### config.mk
export PLATFORM = sky130hd
export DESIGN_NAME = shift_decoder
export DESIGN_NICKNAME = d
export VERILOG_FILES = /design/src/rtl/shift_decoder.sv
export SDC_FILE = /design/constraint.sdc
export NUM_CORES = 1
export LEC_CHECK = 0
export BUFFER_PORTS_ARGS = -buffer_cell sky130_fd_sc_hd__clkbuf_2
export CELL_PAD_IN_SITES_DETAIL_PLACEMENT = 1
export CELL_PAD_IN_SITES_GLOBAL_PLACEMENT = 1
export CORE_MARGIN = 2
export CORE_UTILIZATION = 44
export CTS_BUF_LIST = sky130_fd_sc_hd__clkbuf_2 sky130_fd_sc_hd__clkbuf_4 sky130_fd_sc_hd__clkbuf_8
export DETAILED_ROUTE_END_ITERATION = 12
export GPL_TIMING_DRIVEN = 0
export HOLD_SLACK_MARGIN = 0.08
export PLACE_DENSITY_LB_ADDON = 0.1
export SYNTH_ARGS = -nofsm -noshare
export SYNTH_HDL_FRONTEND = slang
export SYNTH_SLANG_ARGS = --single-unit
### constraint.sdc
create_clock -name clk -period 2.1 [get_ports clk]
set_input_delay 0.105 -clock clk [delete_from_list [all_inputs] [get_ports clk]]
set_output_delay 0.105 -clock clk [all_outputs]
set_load 0.02 [all_outputs]
### src/rtl/shift_decoder.sv
// Tracks a one-hot rotating pattern from an upstream shift counter and reports
// the hot-bit position, completed wraps (laps) and sticky sequence faults.
module shift_decoder #(
    parameter int unsigned LAP_W = 8
) (
    input  logic             clk,
    input  logic             reset,
    input  logic             en,
    input  logic [7:0]       count_in,
    input  logic             clr_err,
    output logic [2:0]       pos,
    output logic             valid,
    output logic [LAP_W-1:0] lap,
    output logic             lap_tick,
    output logic             err,
    output logic [3:0]       err_cnt,
    output logic [1:0]       state
);

    localparam int unsigned PAT_W   = 8;
    localparam int unsigned POS_W   = 3;
    localparam int unsigned ECNT_W  = 4;
    localparam logic [PAT_W-1:0]  PAT_FIRST = PAT_W'(8'h01);
    localparam logic [PAT_W-1:0]  PAT_LAST  = PAT_W'(8'h80);
    localparam logic [ECNT_W-1:0] ECNT_MAX  = ECNT_W'(4'hF);

    typedef enum logic [1:0] {
        ST_IDLE  = 2'b00,
        ST_TRACK = 2'b01,
        ST_FAULT = 2'b10
    } state_e;

    state_e             state_q,    state_d;
    logic [PAT_W-1:0]   prev_q,     prev_d;
    logic [POS_W-1:0]   pos_q,      pos_d;
    logic               valid_q,    valid_d;
    logic [LAP_W-1:0]   lap_q,      lap_d;
    logic               lap_tick_q, lap_tick_d;
    logic               err_q,      err_d;
    logic [ECNT_W-1:0]  err_cnt_q,  err_cnt_d;

    logic [PAT_W-1:0]   expected_c;

    // OR-tree encoder; only meaningful for patterns already known to be one-hot
    function automatic logic [POS_W-1:0] onehot_to_bin(input logic [PAT_W-1:0] p);
        logic [POS_W-1:0] b;
        b[0] = p[1] | p[3] | p[5] | p[7];
        b[1] = p[2] | p[3] | p[6] | p[7];
        b[2] = p[4] | p[5] | p[6] | p[7];
        return b;
    endfunction

    assign expected_c = {prev_q[PAT_W-2:0], prev_q[PAT_W-1]};

    // Next-state and output logic
    always_comb begin
        state_d    = state_q;
        prev_d     = prev_q;
        pos_d      = pos_q;
        valid_d    = valid_q;
        lap_d      = lap_q;
        lap_tick_d = 1'b0;
        err_d      = err_q;
        err_cnt_d  = err_cnt_q;

        case (state_q)
            ST_IDLE: begin
                valid_d = 1'b0;
                if (en && (count_in == PAT_FIRST)) begin
                    state_d = ST_TRACK;
                    prev_d  = PAT_FIRST;
                    pos_d   = POS_W'(0);
                    valid_d = 1'b1;
                end
            end

            ST_TRACK: begin
                if (en) begin
                    if (count_in == expected_c) begin
                        prev_d  = count_in;
                        pos_d   = onehot_to_bin(count_in);
                        valid_d = 1'b1;
                        if (prev_q == PAT_LAST) begin
                            lap_d      = lap_q + LAP_W'(1);
                            lap_tick_d = 1'b1;
                        end
                    end else begin
                        state_d = ST_FAULT;
                        err_d   = 1'b1;
                        valid_d = 1'b0;
                        if (err_cnt_q != ECNT_MAX) begin
                            err_cnt_d = err_cnt_q + ECNT_W'(1);
                        end
                    end
                end
            end

            ST_FAULT: begin
                valid_d = 1'b0;
                err_d   = 1'b1;
                // clr_err wins over en; the sample on this edge is dropped
                if (clr_err) begin
                    state_d = ST_IDLE;
                    err_d   = 1'b0;
                end
            end

            default: begin
                state_d = ST_IDLE;
                valid_d = 1'b0;
            end
        endcase
    end

    // State and output registers
    always_ff @(posedge clk or negedge reset) begin
        if (!reset) begin
            state_q    <= ST_IDLE;
            prev_q     <= '0;
            pos_q      <= '0;
            valid_q    <= 1'b0;
            lap_q      <= '0;
            lap_tick_q <= 1'b0;
            err_q      <= 1'b0;
            err_cnt_q  <= '0;
        end else begin
            state_q    <= state_d;
            prev_q     <= prev_d;
            pos_q      <= pos_d;
            valid_q    <= valid_d;
            lap_q      <= lap_d;
            lap_tick_q <= lap_tick_d;
            err_q      <= err_d;
            err_cnt_q  <= err_cnt_d;
        end
    end

    assign state    = state_q;
    assign pos      = pos_q;
    assign valid    = valid_q;
    assign lap      = lap_q;
    assign lap_tick = lap_tick_q;
    assign err      = err_q;
    assign err_cnt  = err_cnt_q;

endmodule

==> key figures <==
Outcome
  – Status: completed

Timing
  – Setup violations, final: 0
  – Final hold violation count: 0
  – RSZ-0062 raised after global routing: no
  – Period minus WS final: 1.841 ns
  – Clock Skews: 0.002245 ns
  – Tightest Pin Transition: 0.8735 ns
  – Slew margin rel.: 41.77%
  – Setup_tns: 0 ns
  – Max-slew violations: 0
  – Fin crit share: 87.65%
  – Max frequency: 0.5433 GHz

Floorplanning
  – Top-level port count: 32
  – Core area: 0.003633 mm^2
  – DIE AREA: 0.004281 mm^2
  – Std cell rows: 22
  – Die height: 65.43 um
  – Starting Density: 45.70%
  – Die X: 65.43 um

Setup path
  – CP cell instances: xnor2_1, nand4_2, buf_6, nor4_2, xor2_1
  – Crit path from: prev_q[4]$_DFFE_PN0P_
  – Crit-path slowest cell: dfrtp_1
  – Setup CP Type: flop to flop
  – Worst-path fanout max: 10
  – Worst setup EP type: flop
  – Worst EP required: 2.30 ns
  – Max stage delay on crit path: 0.47 ns
  – Cell depth of the worst flop-to-flop path: 5
  – Startpoint types: flop
  – Critical R2R Launch: prev_q[4]$_DFFE_PN0P_
  – WP data arrival: 2.04 ns

Logic synthesis
  – Post-synthesis mux area share: 1.356%
  – Yosys synthesis warning count: 0
  – Seq/Total Area, Yosys: 42.20%
  – Synth Area in Simple Gates: 24.87%
  – Cell count after synthesis: 154
  – Syn_area_per_cell: 10.78 um^2
  – Synth area leaders: dfrtp_1 42%, nor4_2 5.3%, xnor2_1 5.3%, o221ai_1 4.2%, xor2_1 3.7%
  – Unique cell type count in the Yosys netlist: 38
  – Post-synthesis adder-cell area fraction: 1.507%
  – XOR/XNOR share of the synthesized area: 9.947%
  – Area leader, netlist: dfrtp_1
  – Post-synth top area share: 42.20%
  – Syn Nets: 168
  – Mapped cell area: 0.001660 mm^2
  – Compound-Gate Fraction of Synth Area: 15.30%
  – Main combinational cell family by area after synthesis: simple AND/OR/NAND/NOR gates
  – Synthesis-stage register bit count: 28

Place
  – Detailed placement HPWL: 3.111 mm
  – RePlAce Congestion: 0.8808
  – Placed cell count: 233
  – Port-buffer cells: 31

CTS
  – Root buffer cell: clkbuf_8
  – CTS tree: yes
  – Worst-path clk slew: 0.10 ns
  – CTS Buffer Depth: 2
  – Sinks on Clock Net: 28
  – H-tree levels: 1
  – Worst skew pair latency: 0.27 ns
  – Post-CTS Hold Fix Bufs: 1
  – Total CTS buffers: 3
  – Post-CTS setup repair buffer count: 0
  – Post_cts resized: 0

Global routing
  – Largest net degree at the start of global routing: 29
  – Vias in the first global route: 1433
  – Initial antenna violation count: 0
  – Gr usage total: 22.01%
  – Grt total ovfl: 0
  – First-pass GRT wire length: 7.196 mm

Drt
  – Final ANT Viol Nets: 0
  – Drt drc: 0
  – Vias per inst: 5.723
  – Initial DRC count: 29
  – Avg WL per Cell: 17.74 um
  – Initial DRT Pass Iterations: 4
  – Via Count: 1362
  – Drt total wl: 4.223 mm

Cells and area
  – Sequential Area: 700.7 um^2
  – Filler cells: 435
  – Nets@finish: 205
  – Final non-filler cell total: 238
  – Share of cells above drive strength 1: 30.00%
  – Number of diodes: 0
  – Area of the multi-input gates: 879.6 um^2
  – Layout area overhead: 17.86%

Hold path
  – Hold_sp: clr_err
  – Min-Delay Path Class: input pin to flop
  – Worst hold stages: 3

Pwr
  – Power Density: 621.1 mW/mm^2
  – Seq pwr share: 49.9%
  – Cell-internal power: 0.8945 mW
  – Leakage: 0.8868 nW
  – Sw frac: 26.40%
  – Clock share of power: 35.3%
  – Psw: 0.3209 mW
  – Max IR drop VDD: 302.6 uV
  – Comb power frac: 14.8%

Flow run
  – Max-Cap Viols: 0
## stage by stage
stage | hold slack (ns) | utilization [%] | power, mW | cell area [um^2] | worst slack [ns]
2_1_floorplan | -0.1906 | - | 0.7274 | 1660 | 0.4970
3_3_place_gp | 0.1819 | 51.62 | 0.7881 | 1876 | 0.3304
3_5_place_dp | 0.1915 | 51.62 | 0.7950 | 1876 | 0.2731
4_1_cts | 0.1034 | 53.86 | 1.221 | 1957 | 0.2436
5_1_grt | 0.1350 | 53.86 | 1.265 | 1957 | 0.09006
6_report | 0.1109 | 53.86 | 1.215 | 1957 | 0.2594
## kinds of logic (layout without fill, tap and decap cells)
logic type,Yosys count,in the layout
fa+ha+maj,2,2
flops,28,28
xor+xnor,18,18
compound gates,37,37
simple gates,50,50
buf+inv,17,53
mux,2,2
## routing by layer
metal  vias up  global-route usage, %  share of wire [%]
li1        651                      -                  -
met5         -                      0                  0
met1       677                  27.78                 45
met2        30                  40.94                 51
met3         4                  2.226                3.7
met4         0                  3.906               0.64
## state kept, by name, indices dropped and copies added, names as in the netlist
signal	count
err	1
err_cnt	4
lap	8
lap_tick	1
pos	3
prev_q	8
state	2
valid	1
## worst max-delay path, delay by kind of cell, from the launching register on
family | cells | cell delay [ns]
and+or+nand+nor | 2 | 0.63
DFF | 1 | 0.47
xor gates and xnor gates | 2 | 0.45
buffers and inverters | 1 | 0.22
## cells in the final DEF, fill, tap and decap left out, types with 3 or more instances in the layout
cell type / n
o211ai_1: 7
dfrtp_1: 28
clkbuf_1: 4
nor4_2: 7
clkbuf_2: 31
xnor2_1: 10
nand4_1: 8
clkbuf_8: 3
inv_1: 10
nand2_1: 11
o21ai_1: 3
xor2_1: 7
o21ai_0: 10
o221ai_1: 8
nand3_1: 4
## cell usage after synthesis (all sizes together)
cell / count
a21o: 2
a21oi: 2
a311oi: 2
a31oi: 2
and3: 2
and3b: 1
and4: 3
buf: 3
clkbuf: 4
dfrtp: 28
ha: 2
inv: 10
mux2: 2
nand2: 12
nand2b: 2
nand3: 5
nand3b: 2
nand4: 10
nor2: 1
nor4: 9
nor4b: 2
o211ai: 7
o21ai: 13
o221a: 1
o221ai: 8
or3: 1
xnor2: 11
xor2: 7
## power groups by stage
stage / combinational (mW) / sequential [mW] / clock [mW]
2_1_floorplan: 0.108 / 0.620 / 0
3_3_place_gp: 0.174 / 0.614 / 0
3_5_place_dp: 0.179 / 0.616 / 0
4_1_cts: 0.181 / 0.606 / 0.434
5_1_grt: 0.197 / 0.611 / 0.456
6_report: 0.180 / 0.607 / 0.429
## worst paths after layout
kind	slack (ns)	endpoint
max	0.26	lap[7]$_DFFE_PN0P_
min in group asynchronous	0.40	lap[4]$_DFFE_PN0P_
max in group asynchronous	1.25	valid$_DFFE_PN0N_
max reg2reg	0.26	lap[7]$_DFFE_PN0P_
min	0.11	state[1]$_DFFE_PN0P_
min reg2reg	0.48	lap[7]$_DFFE_PN0P_
## cell type report
type                    instances  share of cell area [%]
plain buffers                   7                   2.174
clock buffers                   3                   2.110
clock inverters                 1                   1.535
inverters                      10                   1.918
multi-input cells             109                   44.95
flip-flops and latches         28                   35.81
well taps                      48                   3.069
repair buffers                 32                   8.440
Note: power is estimated with default switching activity, not from simulation.
